===== config.mk =====
export PLATFORM = sky130hd
export DESIGN_NAME = pipe_stage_elastic
export DESIGN_NICKNAME = d
export VERILOG_FILES = /design/src/rtl/core_pipe_pkg.sv /design/src/rtl/pipe_ring_ptr.sv /design/src/rtl/pipe_stage_elastic.sv
export SDC_FILE = /design/constraint.sdc
export NUM_CORES = 1
export LEC_CHECK = 0
export CORE_ASPECT_RATIO = 0.5
export CORE_UTILIZATION = 50
export DETAILED_ROUTE_END_ITERATION = 10
export GPL_ROUTABILITY_DRIVEN = 0
export PLACE_DENSITY = 0.79
export REMOVE_ABC_BUFFERS = 1
export SYNTH_ARGS = -nofsm -noshare
export SYNTH_HDL_FRONTEND = slang
export SYNTH_SLANG_ARGS = --single-unit

===== constraint.sdc =====
create_clock -name clk -period 3.9 [get_ports clk]
set_clock_uncertainty 0.1 [all_clocks]
set_input_delay 0.585 -clock clk [delete_from_list [all_inputs] [get_ports clk]]
set_output_delay 0.585 -clock clk [all_outputs]
set_load 0.05 [all_outputs]

===== src/rtl/core_pipe_pkg.sv =====
// Shared definitions for core pipeline stage registers: default widths,
// bubble instruction, branch-history encodings and the stage entry packing.
package core_pipe_pkg;

    localparam int unsigned PIPE_INST_W = 32;
    localparam int unsigned PIPE_BHT_W  = 2;

    // Instruction value presented downstream while a stage holds nothing
    localparam logic [PIPE_INST_W-1:0] PIPE_NOP_INST = '0;

    // Two-bit saturating branch-history states
    typedef enum logic [PIPE_BHT_W-1:0] {
        BHT_SNT = 2'd0,
        BHT_WNT = 2'd1,
        BHT_WT  = 2'd2,
        BHT_ST  = 2'd3
    } bht_state_e;

    // One stage entry at the default widths: {inst, bht}
    typedef struct packed {
        logic [PIPE_INST_W-1:0] inst;
        logic [PIPE_BHT_W-1:0]  bht;
    } pipe_entry_t;

    // Pack an instruction and its history state into a stage entry
    function automatic pipe_entry_t pack_entry(
        input logic [PIPE_INST_W-1:0] inst,
        input logic [PIPE_BHT_W-1:0]  bht
    );
        pipe_entry_t e;
        e.inst = inst;
        e.bht  = bht;
        return e;
    endfunction

endpackage


===== src/rtl/pipe_ring_ptr.sv =====
// Wrap-around index for a DEPTH-entry ring; DEPTH need not be a power of 2.
module pipe_ring_ptr #(
    parameter  int unsigned DEPTH = 2,
    localparam int unsigned PTR_W = (DEPTH > 1) ? $clog2(DEPTH) : 1
) (
    input  logic             clk,
    input  logic             rst,
    input  logic             clr,
    input  logic             inc,
    output logic [PTR_W-1:0] ptr
);

    localparam logic [PTR_W-1:0] LAST = PTR_W'(DEPTH - 1);

    // Clear wins over increment; the last slot wraps back to slot 0
    always_ff @(posedge clk or posedge rst) begin
        if (rst) begin
            ptr <= '0;
        end else if (clr) begin
            ptr <= '0;
        end else if (inc) begin
            if (ptr == LAST) begin
                ptr <= '0;
            end else begin
                ptr <= ptr + PTR_W'(1);
            end
        end
    end

endmodule


===== src/rtl/pipe_stage_elastic.sv =====
// Elastic pipeline-stage register: DEPTH-entry ring with valid/ready on both
// sides, synchronous flush with bubble output and a saturating stall counter.
module pipe_stage_elastic
    import core_pipe_pkg::*;
#(
    parameter  int unsigned       INST_W       = PIPE_INST_W,
    parameter  int unsigned       BHT_W        = PIPE_BHT_W,
    parameter  int unsigned       DEPTH        = 2,
    parameter  bit                BYPASS_READY = 1'b0,
    parameter  logic [INST_W-1:0] NOP_INST     = INST_W'(PIPE_NOP_INST),
    parameter  int unsigned       CNT_W        = 32,
    localparam int unsigned       OCC_W        = $clog2(DEPTH + 1),
    localparam int unsigned       PTR_W        = (DEPTH > 1) ? $clog2(DEPTH) : 1
) (
    input  logic              clk,
    input  logic              rst,
    input  logic              flush,
    input  logic              in_valid,
    output logic              in_ready,
    input  logic [INST_W-1:0] in_inst,
    input  logic [BHT_W-1:0]  in_bht,
    output logic              out_valid,
    input  logic              out_ready,
    output logic [INST_W-1:0] out_inst,
    output logic [BHT_W-1:0]  out_bht,
    output logic [OCC_W-1:0]  occupancy,
    output logic [CNT_W-1:0]  stall_cnt
);

    localparam logic [OCC_W-1:0] DEPTH_OCC = OCC_W'(DEPTH);
    localparam logic [CNT_W-1:0] CNT_MAX   = '1;

    // Entry layout at this instance's widths, same {inst, bht} order as pipe_entry_t
    typedef struct packed {
        logic [INST_W-1:0] inst;
        logic [BHT_W-1:0]  bht;
    } entry_t;

    entry_t            mem [DEPTH];
    entry_t            head_c;
    logic [PTR_W-1:0]  rd_ptr;
    logic [PTR_W-1:0]  wr_ptr;
    logic [OCC_W-1:0]  occ_q;
    logic [CNT_W-1:0]  stall_q;
    logic              push_c;
    logic              pop_c;
    logic              has_room_c;

    // Handshake: ready from registered occupancy, optionally widened by out_ready
    always_comb begin
        has_room_c = (occ_q < DEPTH_OCC);
        in_ready   = !flush && (has_room_c || (BYPASS_READY && out_ready));
        out_valid  = (occ_q != '0);
        push_c     = in_valid && in_ready;
        pop_c      = out_valid && out_ready;
    end

    // Head mux: registered entry when valid, bubble otherwise
    always_comb begin
        head_c   = mem[rd_ptr];
        out_inst = NOP_INST;
        out_bht  = '0;
        if (out_valid) begin
            out_inst = head_c.inst;
            out_bht  = head_c.bht;
        end
    end

    assign occupancy = occ_q;
    assign stall_cnt = stall_q;

    pipe_ring_ptr #(
        .DEPTH (DEPTH)
    ) u_rd_ptr (
        .clk (clk),
        .rst (rst),
        .clr (flush),
        .inc (pop_c),
        .ptr (rd_ptr)
    );

    pipe_ring_ptr #(
        .DEPTH (DEPTH)
    ) u_wr_ptr (
        .clk (clk),
        .rst (rst),
        .clr (flush),
        .inc (push_c),
        .ptr (wr_ptr)
    );

    // Entry storage; flush leaves contents in place, they are unreachable once empty
    always_ff @(posedge clk or posedge rst) begin
        if (rst) begin
            for (int i = 0; i < int'(DEPTH); i++) begin
                mem[i] <= '0;
            end
        end else if (push_c) begin
            mem[wr_ptr] <= '{inst: in_inst, bht: in_bht};
        end
    end

    // Occupancy: flush empties the stage, simultaneous push and pop cancel
    always_ff @(posedge clk or posedge rst) begin
        if (rst) begin
            occ_q <= '0;
        end else if (flush) begin
            occ_q <= '0;
        end else if (push_c && !pop_c) begin
            occ_q <= occ_q + OCC_W'(1);
        end else if (pop_c && !push_c) begin
            occ_q <= occ_q - OCC_W'(1);
        end
    end

    // Back-pressure counter: saturates, ignores flush, cleared only by reset
    always_ff @(posedge clk or posedge rst) begin
        if (rst) begin
            stall_q <= '0;
        end else if (out_valid && !out_ready && (stall_q != CNT_MAX)) begin
            stall_q <= stall_q + CNT_W'(1);
        end
    end

endmodule


==> results.md <==
* Final hold violation count at 0
* First-pass iteration count of the detailed router at 4
* Layout fillers at 663
* Clock Latency Late Sink at 340 ps
* DPL Wire Length at 6940 um
* Final setup TNS at 0 ps
* Fin nets at 546
* Yosys top cell area share at 0.539
* Min-Delay Path Class: reg2reg
* Ant. Diodes at 0
* Vias in the first global route at 3411
* TritonCTS buffer count at 9
* Yosys warnings at 0
* Yosys cell types at 37
* Rows at 24
* RSZ-0062 raised after global routing: false
* Critical path type: reg2out
* Worst path max stage delay at 710 ps
* Register area share after synthesis at 0.539
* TritonCTS Sinks at 104
* Endpoints failing setup at 0
* Detailed Route Iter0 Violations at 96
* Vias at 3353
* Max-slew violation count at 0
* Post-layout min period at 3260 ps
* Cts hold-fix bufs at 0
* Final design utilization at 0.710
* Critical Path End Type: output port
* Mean Syn Cell Area at 12.2 um^2
* Clock slew at reported path FFs at 60 ps
* Post-route ant nets at 0
* Dominant register cell in the synthesized netlist: dfrtp_1
* Post-synth top area cell: dfrtp_1
* Cell Chain, Critical Path: nor2_2, buf_4, nor2_1, clkdlybuf4s50_1
* Drt via density at 5.23
* I/O pin total at 109
* Max_slew headroom at 0.511
* Clock root cell: clkbuf_16
* Syn Inst Count at 397
* DRC at 0
* Overflow after GRT at 0
* Clk buf depth at 2
* H-tree depth at 3
* Global-route wire length before repair at 16800 um
* Static Leak at 2.70 nW
* Layout cells sized above 1 at 0.200
* Die H at 71.5 um
* Max Cap Viol at 0
* Core Footprint at 9040 um^2
* Ranking of synthesized cells by area: dfrtp_1, mux2_2, mux2i_1
* Initial antenna violation count at 0
* Post-CTS Setup Repair Bufs at 0
* WL final at 9960 um
* Most common cell in the netlist: dfrtp_1
* Area Overhead vs Synth at 32.9%
* Number of synthesized flops with an enable pin at 0
* Critical path arrival at 2570 ps
* #FFs+latches synth at 104
* WL per Instance at 15.5 um
* Total track usage at 0.218
* Post-synth top cells: dfrtp_1, mux2_2, nor2_1
* Synth async-reset ratio at 1.00
* Initial Util at 0.534
* Critical Path RT at 3210 ps
* Crit Path Max Fanout at 21
* Largest net degree at the start of global routing at 58
* Number of I/O port buffers at 108
* CTS tree: done
* Slowest CP cell: clkdlybuf4s50_1
* Post-Syn Area at 4830 um^2
* Tcrit/Tclk final at 0.836
* Pwr dens at 504 nW/um^2
* Post-CTS sizing at 0
* Die Width at 141 um
* Worst slew pin tran at 733 ps
* Fmax at 0.307 GHz
* Status: complete, no violations
* Power consumption at 3.23 mW
* Area of the die at 10100 um^2
* Crit start category: flop
* Max IR drop VDD at 0.000278 V
critical path: cells and delay by family (launching register included):
kind                   cells  cell delay, ps
and+or+nand+nor            2             700
DFF                        1             440
buffers and inverters      2            1100
power by group:
| part | switching [mW] | internal, mW | leakage, nW |
|---|---|---|---|
| logic | 0.440 | 0.365 | 1.25 |
| clock network | 0.377 | 0.645 | 0.170 |
| registers | 0.127 | 1.28 | 1.28 |
layer usage:
layer  track usage  up-vias  wire [um]
li1              -     1615          -
met1         0.271     1665       4530
met3        0.0495       11        371
met5             0        -          0
met2         0.381       62       4940
met4        0.0725        0        126
registers in the layout (all words and copies together) (netlist names):
name	flops
u_wr_ptr.ptr	1
stall_cnt	32
mem	68
occupancy	2
u_rd_ptr.ptr	1
through the flow:
stage               hold slack, ps  cell area, um^2  worst slack, ps  std cells
finish                         406             6420              641        641
global route                   421             6420              510        641
global placement               384             6070             1050        625
detailed placement             395             6070              993        625
floorplan                      380             4760              295        381
CTS                            404             6420              609        641
path summary, 6_finish.rpt:
kind | start | endpoint | slack (ps) | depth (start not counted)
worst max-delay path | occupancy[1] | out_inst[7] | 640 | 4
worst min-delay path | stall_cnt[14] | stall_cnt[14] | 410 | 1
worst max register to register | occupancy[1] | stall_cnt[30] | 1550 | 6
worst min register to register | stall_cnt[14] | stall_cnt[14] | 410 | 1
max in group asynchronous | rst | stall_cnt[2] | 2250 | 3
min in group asynchronous | rst | mem[11] | 600 | 2
cells in the final DEF, fill, tap and decap left out, types with 11 or more instances in the layout:
cell	netlist	routed
clkdlybuf4s50_1	0	108
nor2_1	47	46
mux2_2	69	69
nand3_1	11	11
dfrtp_1	104	103
nand2_1	22	22
xnor2_1	12	12
xor2_1	18	18
mux2i_1	36	36
kinds of logic after synthesis:
logic type	count (synthesis)	synth area share
compound gates	11	0.0171
xor+xnor	30	0.0544
fa+ha+maj	1	0.00259
buf+inv	23	0.0197
flops	104	0.539
mux	105	0.235
simple gates	123	0.132
final cells by class:
class                           count  area (um^2)  area share
Clock buffer                       11          243      0.0378
Multi-Input combinational cell    270         2140       0.333
Timing Repair Buffer              114         1140       0.177
Sequential cell                   104         2600       0.405
Inverter                            7         28.8     0.00448
Tap cell                          130          163      0.0253
Clock inverter                      5          104      0.0162
No activity file was read; power rests on OpenSTA's default activity.
